===== src/rtl/pkt_send_arb_pkg.sv =====
// rtl/pkt_send_arb_pkg.sv - shared constants, FSM state type and FIFO entry sizing
package pkt_send_arb_pkg;

  localparam int DATA_W  = 64;
  localparam int ROUTE_W = 24;

  typedef enum logic [1:0] {
    IDLE    = 2'b00,
    GRANT   = 2'b01,
    RELEASE = 2'b10
  } arb_state_e;

  function automatic int src_w(input int nbuf);
    return (nbuf > 1) ? $clog2(nbuf) : 1;
  endfunction

  // FIFO entry layout, MSB first: route, source index, bop, eop, data
  function automatic int entry_w(input int nbuf);
    return ROUTE_W + src_w(nbuf) + 2 + DATA_W;
  endfunction

endpackage


===== src/rtl/pkt_send_arbiter_if.sv =====
// rtl/pkt_send_arbiter_if.sv - buffer-side send bus and TX-side stream of the send arbiter
interface pkt_send_arbiter_if #(parameter int NBUF = 4);
  import pkt_send_arb_pkg::*;

  localparam int SRC_W = src_w(NBUF);

  logic [NBUF-1:0]         buf_req;
  logic [NBUF-1:0]         buf_ack;
  logic [NBUF-1:0]         buf_rdy;
  logic [NBUF*DATA_W-1:0]  buf_data;
  logic [NBUF*ROUTE_W-1:0] buf_route;
  logic [NBUF-1:0]         buf_wr;
  logic [NBUF-1:0]         buf_bop;
  logic [NBUF-1:0]         buf_eop;

  logic [DATA_W-1:0]       tx_data;
  logic [ROUTE_W-1:0]      tx_route;
  logic [SRC_W-1:0]        tx_src;
  logic                    tx_wr;
  logic                    tx_bop;
  logic                    tx_eop;
  logic                    tx_rdy;

  modport master (
    output buf_req, buf_data, buf_route, buf_wr, buf_bop, buf_eop, tx_rdy,
    input  buf_ack, buf_rdy, tx_data, tx_route, tx_src, tx_wr, tx_bop, tx_eop
  );

  modport slave (
    input  buf_req, buf_data, buf_route, buf_wr, buf_bop, buf_eop, tx_rdy,
    output buf_ack, buf_rdy, tx_data, tx_route, tx_src, tx_wr, tx_bop, tx_eop
  );

endinterface


===== src/rtl/pkt_send_fifo.sv =====
// rtl/pkt_send_fifo.sv - synchronous first-word-fall-through FIFO
module pkt_send_fifo #(
  parameter int WIDTH = 8,
  parameter int DEPTH = 4
) (
  input  logic                     clk,
  input  logic                     reset,
  input  logic                     push,
  input  logic [WIDTH-1:0]         push_data,
  input  logic                     pop,
  output logic [WIDTH-1:0]         pop_data,
  output logic                     full,
  output logic                     empty,
  output logic [$clog2(DEPTH):0]   count
);

  localparam int AW = $clog2(DEPTH);

  logic [WIDTH-1:0] mem_q [DEPTH];
  logic [WIDTH-1:0] mem_d [DEPTH];
  logic [AW-1:0]    wr_ptr_q, wr_ptr_d;
  logic [AW-1:0]    rd_ptr_q, rd_ptr_d;
  logic [AW:0]      count_q, count_d;
  logic             do_push, do_pop;

  assign full     = (count_q == (AW+1)'(DEPTH));
  assign empty    = (count_q == '0);
  assign count    = count_q;
  assign pop_data = mem_q[rd_ptr_q];
  assign do_push  = push && !full;
  assign do_pop   = pop && !empty;

  // Next pointers, occupancy and storage; simultaneous push and pop keep the count
  always_comb begin
    mem_d    = mem_q;
    wr_ptr_d = wr_ptr_q;
    rd_ptr_d = rd_ptr_q;
    count_d  = count_q;
    if (do_push) begin
      mem_d[wr_ptr_q] = push_data;
      wr_ptr_d        = wr_ptr_q + 1'b1;
    end
    if (do_pop) begin
      rd_ptr_d = rd_ptr_q + 1'b1;
    end
    case ({do_push, do_pop})
      2'b10:   count_d = count_q + 1'b1;
      2'b01:   count_d = count_q - 1'b1;
      default: count_d = count_q;
    endcase
  end

  // Pointer and occupancy registers; reset empties the FIFO
  always_ff @(posedge clk) begin
    if (reset) begin
      wr_ptr_q <= '0;
      rd_ptr_q <= '0;
      count_q  <= '0;
    end else begin
      wr_ptr_q <= wr_ptr_d;
      rd_ptr_q <= rd_ptr_d;
      count_q  <= count_d;
    end
  end

  // Storage needs no reset; only slots below count are ever read as valid
  always_ff @(posedge clk) begin
    mem_q <= mem_d;
  end

endmodule


===== src/rtl/pkt_send_arbiter.sv =====
// rtl/pkt_send_arbiter.sv - round-robin send arbiter feeding one TX stream; PKT_SEND_ARB_STATS_EN adds packet/word counters
module pkt_send_arbiter
  import pkt_send_arb_pkg::*;
#(
  parameter int NBUF       = 4,
  parameter int FIFO_DEPTH = 4
) (
  input  logic               clk,
  input  logic               reset,
  pkt_send_arbiter_if.slave  bus
`ifdef PKT_SEND_ARB_STATS_EN
  ,
  output logic [31:0]        stat_pkts,
  output logic [31:0]        stat_words
`endif
);

  localparam int SRC_W   = src_w(NBUF);
  localparam int ENTRY_W = entry_w(NBUF);
  localparam int CNT_W   = $clog2(FIFO_DEPTH) + 1;

  arb_state_e        state_q, state_d;
  logic [SRC_W-1:0]  sel_q, sel_d;
  logic [SRC_W-1:0]  rr_ptr_q, rr_ptr_d;
  logic [NBUF-1:0]   ack_q, ack_d;
  logic [SRC_W-1:0]  pick, scan_idx;
  logic              pick_valid;

  logic              sel_req, sel_wr, sel_bop, sel_eop;
  logic [DATA_W-1:0] sel_data;
  logic [ROUTE_W-1:0] sel_route;

  logic              grant_rdy, push, pop;
  logic              fifo_full, fifo_empty;
  logic [CNT_W-1:0]  fifo_count;
  logic [ENTRY_W-1:0] push_entry, head;

  // First requester at or after rr_ptr, scanning upward with wrap
  always_comb begin
    pick       = rr_ptr_q;
    pick_valid = 1'b0;
    scan_idx   = '0;
    for (int i = 0; i < NBUF; i++) begin
      scan_idx = SRC_W'((int'(rr_ptr_q) + i) % NBUF);
      if (!pick_valid && bus.buf_req[scan_idx]) begin
        pick       = scan_idx;
        pick_valid = 1'b1;
      end
    end
  end

  // Route the granted buffer's signals onto the push path
  always_comb begin
    sel_req   = 1'b0;
    sel_wr    = 1'b0;
    sel_bop   = 1'b0;
    sel_eop   = 1'b0;
    sel_data  = '0;
    sel_route = '0;
    for (int i = 0; i < NBUF; i++) begin
      if (sel_q == SRC_W'(i)) begin
        sel_req   = bus.buf_req[i];
        sel_wr    = bus.buf_wr[i];
        sel_bop   = bus.buf_bop[i];
        sel_eop   = bus.buf_eop[i];
        sel_data  = bus.buf_data[i*DATA_W +: DATA_W];
        sel_route = bus.buf_route[i*ROUTE_W +: ROUTE_W];
      end
    end
  end

  assign grant_rdy   = (state_q == GRANT) && (fifo_count < CNT_W'(FIFO_DEPTH));
  assign bus.buf_ack = ack_q;
  assign bus.buf_rdy = grant_rdy ? ack_q : '0;
  assign push        = grant_rdy && sel_wr && !fifo_full;
  assign push_entry  = {sel_route, sel_q, sel_bop, sel_eop, sel_data};
  assign pop         = bus.tx_rdy && !fifo_empty;

  // Arbitration FSM next state; the pointer advances past the winner on release
  always_comb begin
    state_d  = state_q;
    sel_d    = sel_q;
    rr_ptr_d = rr_ptr_q;
    case (state_q)
      IDLE: begin
        if (pick_valid) begin
          sel_d   = pick;
          state_d = GRANT;
        end
      end
      GRANT: begin
        if (!sel_req) state_d = RELEASE;
      end
      RELEASE: begin
        rr_ptr_d = (sel_q == SRC_W'(NBUF-1)) ? '0 : sel_q + 1'b1;
        state_d  = IDLE;
      end
      default: state_d = IDLE;
    endcase
    ack_d = '0;
    if (state_d == GRANT) ack_d[sel_d] = 1'b1;
  end

  // FSM and registered ack; reset drops any grant immediately
  always_ff @(posedge clk) begin
    if (reset) begin
      state_q  <= IDLE;
      sel_q    <= '0;
      rr_ptr_q <= '0;
      ack_q    <= '0;
    end else begin
      state_q  <= state_d;
      sel_q    <= sel_d;
      rr_ptr_q <= rr_ptr_d;
      ack_q    <= ack_d;
    end
  end

  pkt_send_fifo #(
    .WIDTH (ENTRY_W),
    .DEPTH (FIFO_DEPTH)
  ) u_fifo (
    .clk       (clk),
    .reset     (reset),
    .push      (push),
    .push_data (push_entry),
    .pop       (pop),
    .pop_data  (head),
    .full      (fifo_full),
    .empty     (fifo_empty),
    .count     (fifo_count)
  );

  assign bus.tx_data  = head[DATA_W-1:0];
  assign bus.tx_eop   = head[DATA_W];
  assign bus.tx_bop   = head[DATA_W+1];
  assign bus.tx_src   = head[DATA_W+2 +: SRC_W];
  assign bus.tx_route = head[DATA_W+2+SRC_W +: ROUTE_W];
  assign bus.tx_wr    = pop;

`ifdef PKT_SEND_ARB_STATS_EN
  logic [31:0] stat_pkts_q, stat_pkts_d;
  logic [31:0] stat_words_q, stat_words_d;

  // Count delivered words and packet ends, wrapping naturally
  always_comb begin
    stat_pkts_d  = stat_pkts_q;
    stat_words_d = stat_words_q;
    if (pop) begin
      stat_words_d = stat_words_q + 32'd1;
      if (bus.tx_eop) stat_pkts_d = stat_pkts_q + 32'd1;
    end
  end

  // Statistics registers
  always_ff @(posedge clk) begin
    if (reset) begin
      stat_pkts_q  <= '0;
      stat_words_q <= '0;
    end else begin
      stat_pkts_q  <= stat_pkts_d;
      stat_words_q <= stat_words_d;
    end
  end

  assign stat_pkts  = stat_pkts_q;
  assign stat_words = stat_words_q;
`endif

endmodule


===== src/flat_wrapper.sv =====
// flat-port wrapper written by rule: the top's interface ports become plain ports
module pkt_send_arbiter_flat import pkt_send_arb_pkg::*;
#(
  parameter int NBUF       = 4,
  parameter int FIFO_DEPTH = 4
)
  (clk, reset, bus_buf_req, bus_buf_data, bus_buf_route, bus_buf_wr, bus_buf_bop, bus_buf_eop, bus_tx_rdy, bus_buf_ack, bus_buf_rdy, bus_tx_data, bus_tx_route, bus_tx_src, bus_tx_wr, bus_tx_bop, bus_tx_eop);
  pkt_send_arbiter_if #(.NBUF(NBUF)) bus_i ();
  input  logic clk;
  input  logic reset;
  input wire logic [$bits(bus_i.buf_req)-1:0] bus_buf_req;
  input wire logic [$bits(bus_i.buf_data)-1:0] bus_buf_data;
  input wire logic [$bits(bus_i.buf_route)-1:0] bus_buf_route;
  input wire logic [$bits(bus_i.buf_wr)-1:0] bus_buf_wr;
  input wire logic [$bits(bus_i.buf_bop)-1:0] bus_buf_bop;
  input wire logic [$bits(bus_i.buf_eop)-1:0] bus_buf_eop;
  input wire logic [$bits(bus_i.tx_rdy)-1:0] bus_tx_rdy;
  output wire logic [$bits(bus_i.buf_ack)-1:0] bus_buf_ack;
  output wire logic [$bits(bus_i.buf_rdy)-1:0] bus_buf_rdy;
  output wire logic [$bits(bus_i.tx_data)-1:0] bus_tx_data;
  output wire logic [$bits(bus_i.tx_route)-1:0] bus_tx_route;
  output wire logic [$bits(bus_i.tx_src)-1:0] bus_tx_src;
  output wire logic [$bits(bus_i.tx_wr)-1:0] bus_tx_wr;
  output wire logic [$bits(bus_i.tx_bop)-1:0] bus_tx_bop;
  output wire logic [$bits(bus_i.tx_eop)-1:0] bus_tx_eop;
  assign bus_i.buf_req = bus_buf_req;
  assign bus_i.buf_data = bus_buf_data;
  assign bus_i.buf_route = bus_buf_route;
  assign bus_i.buf_wr = bus_buf_wr;
  assign bus_i.buf_bop = bus_buf_bop;
  assign bus_i.buf_eop = bus_buf_eop;
  assign bus_i.tx_rdy = bus_tx_rdy;
  assign bus_buf_ack = bus_i.buf_ack;
  assign bus_buf_rdy = bus_i.buf_rdy;
  assign bus_tx_data = bus_i.tx_data;
  assign bus_tx_route = bus_i.tx_route;
  assign bus_tx_src = bus_i.tx_src;
  assign bus_tx_wr = bus_i.tx_wr;
  assign bus_tx_bop = bus_i.tx_bop;
  assign bus_tx_eop = bus_i.tx_eop;
  pkt_send_arbiter #(.NBUF(NBUF), .FIFO_DEPTH(FIFO_DEPTH)) u_core (.clk(clk), .reset(reset), .bus(bus_i));
endmodule

===== config.mk =====
export PLATFORM = sky130hd
export DESIGN_NAME = pkt_send_arbiter_flat
export DESIGN_NICKNAME = d
export VERILOG_FILES = /design/src/rtl/pkt_send_arb_pkg.sv /design/src/rtl/pkt_send_arbiter_if.sv /design/src/rtl/pkt_send_fifo.sv /design/src/rtl/pkt_send_arbiter.sv /design/src/flat_wrapper.sv
export SDC_FILE = /design/constraint.sdc
export NUM_CORES = 1
export LEC_CHECK = 0
export ABC_AREA = 1
export CORE_AREA = 4 4 162 320
export CTS_CLUSTER_DIAMETER = 50
export CTS_CLUSTER_SIZE = 30
export DETAILED_ROUTE_END_ITERATION = 10
export DIE_AREA = 0 0 166 324
export SYNTH_ARGS = -nofsm -noshare
export SYNTH_HDL_FRONTEND = slang
export SYNTH_SLANG_ARGS = --single-unit

===== constraint.sdc =====
create_clock -name clk -period 6.7 [get_ports clk]
set_clock_uncertainty 0.2 [all_clocks]
set_input_delay 1.34 -clock clk [delete_from_list [all_inputs] [get_ports clk]]
set_output_delay 1.34 -clock clk [all_outputs]
set_load 0.01 [all_outputs]

# Word level (Yosys, flattened, before mapping)
# Cells that the tools add are included.
# word_totals
rom_bits,0
ram_bits,0
memories,0
latch_bits,0
inputBits,371
output_inout_bits,101
reg_bits,385
elab_cells,117
# op_classes
n_shift,0
bitwise,3
addsub,8
mux,55
eq_ne,9
n_mul,0
reduce_logical,21
div,0
magnitude_cmp,10
# ops
cell,count
$bwmux W368,1
$mux W92,3
$mux W64,4
$bmux W92 S2,1
$demux W92 S2,1
$mux W24,4
$mux W1,25
$mux W2,8
$lt A2 B3 Y1 const B,5
$logic_and A1 B1 Y1,11
$add A2 B1 Y2 const B,4
$bmux W1 S2,4
$eq A2 B1 Y1 const B,4
$eq A2 B2 Y1 const B,4
$ge A3 B3 Y1 const B,2
$not A2 Y3,2
$pmux W3 S2,1
$logic_not A1 Y1,5
$add A2 B2 Y2 const B,2
$logic_not A2 Y1,2
$mux W4,1
$pmux W2 S2,1
$add A3 B1 Y3 const B,1
$eq A3 B3 Y1 const B,1
other kinds (9),9

# Logic depth before layout (Yosys ltp)
# Gate-level depths: netlist of run 1.
# depth
depth_word,18
ltp_mapped,15
depth_no_buf,15

# Modules after synthesis
# Synthesis of run 1 repeated with hierarchy kept, for this count alone.
# unflattened
cells_unflattened,1521
area_unflattened_um2,17310.4
# by_module_without_submodules
mod,instances,area_each_um2,cells_each,seq_area_each_um2
pkt_send_fifo,1,14088.5,956,11190.7
pkt_send_arbiter,1,3221.8,565,200.2

# Worst setup path after synthesis of run 1
# OpenSTA, ideal clock, no wires.
# synth_path
path_kind,input to register
start,input port bus_buf_wr[1]
end,"register u_core.u_fifo.mem_q[0] (netlist bit), enable pin"
t_required_ns,5.956
n_path_buf,0
stages,4
t_arrival_ns,5.582
setup_time_ns,0.544
slack_ns,0.374
path_cell_list,a22oi_1 o21ai_0 nand2_1 nor2_1
# synth_between
elab_chain_cells,6
# synth_rtl
item,line,rtl
"start, declared",flat_wrapper.sv:14,input wire logic [$bits(bus_i.buf_wr)-1:0] bus_buf_wr;
$mux W1 (3 in a row),pkt_send_arbiter.sv:61,if (sel_q == SRC_W'(i)) begin
$logic_and A1 B1 Y1 (2 in a row),pkt_send_arbiter.sv:75,assign push = grant_rdy && sel_wr && !fifo_full;
$logic_and A1 B1 Y1,pkt_send_fifo.sv:30,assign do_push = push && !full;
"end signal, assigned",pkt_send_fifo.sv:68,mem_q <= mem_d;
"end, declared",pkt_send_fifo.sv:19,logic [WIDTH-1:0] mem_q [DEPTH];
# No other way between the ends.
# A chain may end at the register's enable or synchronous reset.

# Worst setup path in the final report of run 1
# layout_path
start,register u_core.u_fifo.rd_ptr_q[0]
end,output port bus_tx_route[9]
# layout_between
elab_chain_cells,4
# layout_rtl
item,line,rtl
"start, declared",pkt_send_fifo.sv:22,"logic [AW-1:0] rd_ptr_q, rd_ptr_d;"
"start signal, assigned",pkt_send_fifo.sv:61,rd_ptr_q <= rd_ptr_d;
$not A2 Y3 (implied by the code),pkt_send_fifo.sv:29,assign pop_data = mem_q[rd_ptr_q];
$bmux W92 S2,pkt_send_fifo.sv:29,
$mux W92 (implied by the code) (2 in a row),pkt_send_fifo.sv:29,
"end, declared",flat_wrapper.sv:21,output wire logic [$bits(bus_i.tx_route)-1:0] bus_tx_route;
# No other way between the ends. The select of a mux whose other input is x is not followed.

==> flow_summary.ini, run 1 <==
[die]
start_util_pct = 34.60
core-area_sq_um = 49350
die_h_um = 324
pin_count = 472
row_count = 115
die_area_sq_um = 53780
die_w_um = 166

[routing]
drtAntennaViolNets = 0
route.detailed.drc = 0
wl_per_cell_um = 22.13
viasPerCell = 5.362
first_iter_violations = 924
routed_wl_mm = 56.46
vias = 13680
dr.pass1.iters = 5

[outcome]
status = completed

[synthesis]
mappedNetlistArea_sq_um = 17080
syn_avg_cell_area_sq_um = 11.44
syn-num-nets = 1874
synth_cell_types = 30
synth-seq-cells = 385
yosys.area.top_type = edfxtp_1
syn_inst = 1493
ys_seq_area_share_pct = 66.71
ys_warn_count = 0
synth_top_area_share_pct = 64.71
synthTopCellsByArea = edfxtp_1 (65%), nor2_1 (6.5%), o21ai_0 (5.7%)

[worst_setup_path]
path_cells = buf_4, o21ai_0, o22ai_1, clkdlybuf4s50_1
cp-start-kind = flip-flop
end_kind = output pin
worst-setup-path-type = flip-flop to output pin
required_ps = 5160
r2r_slack_ps = 2790
worstPathMaxFanout = 95
critical_path_depth = 4
reg2reg_depth = 10
critPathBufInv = 2
worst_path_max_delay_cell = dfxtp_4
crit_end = bus_tx_route[9]
crit_family = buffers and inverters
arrival_ps = 3840
startpoint = u_core.u_fifo.rd_ptr_q[0]$_SDFFE_PP0P_
reg2reg_from = u_core.sel_q[1]$_SDFF_PP0_
slowest_delay_ps = 1000
rr_endpoint = u_core.u_fifo.mem_q[27]$_DFFE_PP_

[sta]
setup_tns_ps = 0
hold_viol = 0
hold_ws_ps = 318.0
period_needed_ps = 5378
final_max_slew_viol_count = 0
finalSetupViolations = 0
tightestPinTransition_ps = 1209
clock.fmax_mhz = 186.0
rsz0062_at_grt = no
slew_headroom_pct = 18.74
fin_crit_sh_pct = 80.26

[global_route]
grt_start_max_net_pins = 139
overflow = 0
antenna_found_initial = 1
grt_pass1_wl_mm = 82.57
grt_use_total_pct = 19.79
grt_pass1_vias = 13730

[cts]
htree_levels = 1
clock_path_buffers = 3
path_clk_slew_ps = 110
clkSinkCount = 385
cts_made_buffers = 21
cts_tree = built
post-cts-setup-buffer-count = 0
ctsResizeCount = 0
cts.root.buffer_cell = clkbuf_16
clock_latency_ps = 530
cts_hold_buf = 0

[power]
intPower_mw = 5.615
swShare_pct = 38.25
power-per-cell-area_nw_per_um2 = 392.1
leakage_nw = 7.555
pwr-share-seq_pct = 40.1
p_sw_mw = 3.478
power_frac_comb_pct = 43.8
irDropWorstVdd_mv = 0.3244
clkPwrFrac_pct = 16.1
total_power_mw = 9.093

[flow_run]
maxCapViolations = 0

[final_layout]
drive_above_1_share_pct = 5.191
multi_input_area_sq_um = 5162
layout.area.seq_sq_um = 11400
nets = 2276
layout.cells.most_common = clkdlybuf4s50_1
syn2layout_area_growth_pct = 35.79
final_cell_mix = clkdlybuf4s50_1 (471), edfxtp_1 (368), nor2_1 (290)
fillers = 4526

[placement]
io_buffers = 471
gp_congestion = 0.8511
hpwl_mm = 38.40

[hold_path]
hold_class = flip-flop to flip-flop
## worst min-delay path, stage by stage, from the launching register on
cell and delay (ps):
dfxtp_1 330, inv_1 80, a21oi_1 70
## layout make-up
| class | count | share of cell area (%) |
|---|---|---|
| flip-flops and latches | 385 | 49.16 |
| multi-input cells | 954 | 22.26 |
| clock inverters | 12 | 0.8796 |
| repair buffers | 498 | 21.31 |
| clock buffers | 23 | 2.299 |
| inverters | 35 | 0.6044 |
| diodes | 1 | 0.01079 |
| well taps | 643 | 3.470 |
## cells in the mapped netlist, drive strengths merged
master	count
a21oi	14
nand4	3
fa	1
o21ai	196
o31ai	91
ha	9
inv	35
a22oi	1
a211oi	1
and2	1
edfxtp	368
dfxtp	17
nor2	297
nand2	147
clkbuf	108
nand3	10
o22ai	93
buf	11
a221oi	90
## per-layer routing
metal,routed length [um],vias to the layer above,GRT usage (%)
li1,-,6401,-
met1,20740,6711,21.78
met2,30360,497,37.84
met3,3434,69,3.804
met4,1932,0,6.917
met5,0,-,0
## metrics by stage
step | setup slack [ps] | instance area, sq um | utilization, % | cells
finish | 1322 | 23190 | 46.98 | 2551
global route | 1137 | 23180 | 46.98 | 2550
CTS | 1338 | 23180 | 46.97 | 2550
detailed placement | 1937 | 22440 | 45.47 | 2515
global placement | 1984 | 22440 | 45.47 | 2515
floorplan | 374.3 | 17080 | - | 1493
## state kept, by name (all words and copies together) (netlist names)
name and cells:
u_core.u_fifo.count 3, u_core.bus.buf_ack 4, u_core.rr_ptr_q 2, u_core.state_q 2
u_core.u_fifo.rd_ptr_q 2, u_core.sel_q 2, u_core.u_fifo.mem_q 368, u_core.u_fifo.wr_ptr_q 2
## worst min-delay path by stage
stage / to / cells past startpoint / startpoint / slack, ps
floorplan: u_core.u_fifo.count[2]$_SDFFE_PP0P_ / 2 / u_core.u_fifo.count[2]$_SDFFE_PP0P_ / 260
global placement: u_core.u_fifo.count[2]$_SDFFE_PP0P_ / 2 / u_core.u_fifo.count[2]$_SDFFE_PP0P_ / 300
detailed placement: u_core.u_fifo.count[2]$_SDFFE_PP0P_ / 2 / u_core.u_fifo.count[2]$_SDFFE_PP0P_ / 310
CTS: u_core.u_fifo.count[2]$_SDFFE_PP0P_ / 2 / u_core.u_fifo.count[2]$_SDFFE_PP0P_ / 320
global route: u_core.u_fifo.count[2]$_SDFFE_PP0P_ / 2 / u_core.u_fifo.count[2]$_SDFFE_PP0P_ / 360
finish: u_core.u_fifo.count[2]$_SDFFE_PP0P_ / 2 / u_core.u_fifo.count[2]$_SDFFE_PP0P_ / 320
## power groups by stage
| stage | registers, mW | logic [mW] | clock network (mW) |
|---|---|---|---|
| 5_1_grt | 3.68 | 4.33 | 1.61 |
| 3_5_place_dp | 3.70 | 4.05 | 0 |
| 3_3_place_gp | 3.69 | 3.98 | 0 |
| 2_1_floorplan | 3.63 | 2.07 | 0 |
| 4_1_cts | 3.65 | 4.07 | 1.51 |
| 6_report | 3.65 | 3.98 | 1.46 |
## logic make-up (layout without fill, tap and decap cells)
logic type,after synthesis,after routing,synth area share [%]
buf+inv,154,568,3.488
fa+ha+maj,10,10,0.7767
compound gates,486,486,18.33
other cells,0,1,0
flops,385,385,66.71
simple gates,458,458,10.70
Power figures use the tool's default switching activity.
==> run 2, diff against run 1 <==
==> constraint.sdc (replaced) <==
create_clock -name clk -period 4.3 [get_ports clk]
set_clock_uncertainty 0.2 [all_clocks]
set_input_delay 0.86 -clock clk [delete_from_list [all_inputs] [get_ports clk]]
set_output_delay 0.86 -clock clk [all_outputs]
set_load 0.01 [all_outputs]
==> run 2 against run 1 <==
Net effect: flip-flop and latch count unchanged; non-clock buffer count increased by 19; wire length decreased by 0.67%; sequential share of layout area decreased by 0.80 points; die area unchanged; combinational power increased by 62%; sequential power increased by 53%; critical path depth unchanged; cell area increased by 1.7%; final cell count increased by 1.0%; critical path type unchanged; largest power group unchanged.
==> flow_summary.ini, run 2 (synthesis gave the netlist of run 1 again) <==
[routing]
dr.pass1.iters = 6
route.detailed.drc = 0
first_iter_violations = 926
viasPerCell = 5.314
vias = 13690
routed_wl_mm = 56.08
wl_per_cell_um = 21.76
drtAntennaViolNets = 0

[global_route]
grt_pass1_wl_mm = 81.94
grt_use_total_pct = 19.63
grt_pass1_vias = 13690
antenna_found_initial = 2
grt_start_max_net_pins = 104
overflow = 0

[power]
power-per-cell-area_nw_per_um2 = 619.1
leakage_nw = 7.761
p_sw_mw = 5.531
power_frac_comb_pct = 44.3
intPower_mw = 9.063
pwr-share-seq_pct = 38.3
clkPwrFrac_pct = 17.4
swShare_pct = 37.90
total_power_mw = 14.59
irDropWorstVdd_mv = 0.3297

[cts]
cts_made_buffers = 23
clock_path_buffers = 3
cts_tree = built
clkSinkCount = 385
cts.root.buffer_cell = clkbuf_16
path_clk_slew_ps = 100
post-cts-setup-buffer-count = 0
htree_levels = 1
cts_hold_buf = 0
ctsResizeCount = 0
clock_latency_ps = 540

[worst_setup_path]
critPathBufInv = 2
worstPathMaxFanout = 72
cp-start-kind = flip-flop
worst_path_max_delay_cell = buf_4
r2r_slack_ps = 810
crit_family = buffers and inverters
arrival_ps = 2990
required_ps = 3240
path_cells = buf_4, o21ai_0, o22ai_1, clkdlybuf4s50_1
slowest_delay_ps = 630
end_kind = output pin
worst-setup-path-type = flip-flop to output pin

[final_layout]
nets = 2297
fin_cells = 2577
syn2layout_area_growth_pct = 38.04
final_cell_mix = clkdlybuf4s50_1 (471), edfxtp_1 (368), nor2_1 (290)
fillers = 4472
drive_above_1_share_pct = 6.518
largest_register_ffs = 368
layout.cells.most_common = clkdlybuf4s50_1
top_register = u_core.u_fifo.mem_q

[placement]
io_buffers = 471
hpwl_mm = 38.71
placedCellCount = 2534
gp_congestion = 0.8442

[die]
die_area_sq_um = 53780
core-area_sq_um = 49350
start_util_pct = 34.60
row_count = 115
die_h_um = 324
pin_count = 472
die_w_um = 166

[sta]
rsz0062_at_grt = no
hold_viol = 0
tightestPinTransition_ps = 946.8
clock.fmax_mhz = 247.0
fin_crit_sh_pct = 94.13
finalSetupViolations = 0
period_needed_ps = 4048
final_max_slew_viol_count = 0
setup_tns_ps = 0
slew_headroom_pct = 36.34

[hold_path]
hold_class = flip-flop to flip-flop

[flow_run]
maxCapViolations = 0

[outcome]
status = completed
run 2: changes by cell type in the layout (fill, tap and decap cells not counted), moves of 2 or more:
cell	change
inv_12	+2
inv_6	+2
clkbuf_8	+2
inv_16	+2
buf_12	+9
buf_4	+10
clkbuf_16	+2
run 2: final cells by class:
class,count,area (sq um),share of cell area (%)
inverter,35,140.1,0.5945
tap,643,804.5,3.413
timing repair buffer,517,5197,22.05
multi-input combinational,954,5162,21.90
antenna,1,2.502,0.01062
clock buffer,27,610.6,2.590
clock inverter,15,255.2,1.083
sequential,385,11400,48.36
run 2: worst min-delay path, cell delays in order, from the launching register on:
cell and delay [ps]:
dfxtp_1 320, inv_1 100, a21oi_1 70
run 2: final timing paths:
check | from | to | cells past startpoint
worst max-delay path | u_core.u_fifo.rd_ptr_q[0]$_SDFFE_PP0P_ | bus_tx_data[14] | 4
worst min-delay path | u_core.u_fifo.count[2]$_SDFFE_PP0P_ | u_core.u_fifo.count[2]$_SDFFE_PP0P_ | 2
worst min register to register | u_core.u_fifo.count[2]$_SDFFE_PP0P_ | u_core.u_fifo.count[2]$_SDFFE_PP0P_ | 2
worst max register to register | u_core.sel_q[0]$_SDFF_PP0_ | u_core.u_fifo.count[2]$_SDFFE_PP0P_ | 14
run 2: power groups by stage:
stage,Combinational (mW),Clock [mW],Sequential (mW)
4_1_cts,6.60,2.62,5.59
3_5_place_dp,6.58,0,5.68
2_1_floorplan,3.23,0,5.63
5_1_grt,7.03,2.77,5.64
3_3_place_gp,6.45,0,5.66
6_report,6.46,2.54,5.59
run 2: routing by layer:
layer / vias to the layer above / wire length (um) / track usage [%]
met5: - / 13 / 0
met4: 2 / 1685 / 6.294
met3: 67 / 3206 / 3.634
met2: 461 / 30320 / 37.90
met1: 6707 / 20860 / 21.62
li1: 6456 / - / -
run 2: stage by stage:
stage | utilization (%) | area [sq um] | setup slack (ps) | hold slack [ps]
after floorplan | - | 17090 | -67.18 | 258.6
after global placement | 46.00 | 22700 | 599.2 | 301.9
after detailed placement | 46.00 | 22700 | 719.2 | 321.4
after CTS | 47.76 | 23570 | 239.7 | 337.3
after global routing | 47.76 | 23570 | 93.62 | 357.3
final | 47.76 | 23570 | 252.2 | 333.3
==> run 3, diff against run 2 <==
--- a/config.mk
+++ b/config.mk
@@ -11,6 +11,7 @@
 export CTS_CLUSTER_SIZE = 30
 export DETAILED_ROUTE_END_ITERATION = 10
 export DIE_AREA = 0 0 166 324
+export GPL_ROUTABILITY_DRIVEN = 0
 export SYNTH_ARGS = -nofsm -noshare
 export SYNTH_HDL_FRONTEND = slang
 export SYNTH_SLANG_ARGS = --single-unit
==> results of run 3 <==
No change in the layout: final DEF, timing and power equal those of run 2.
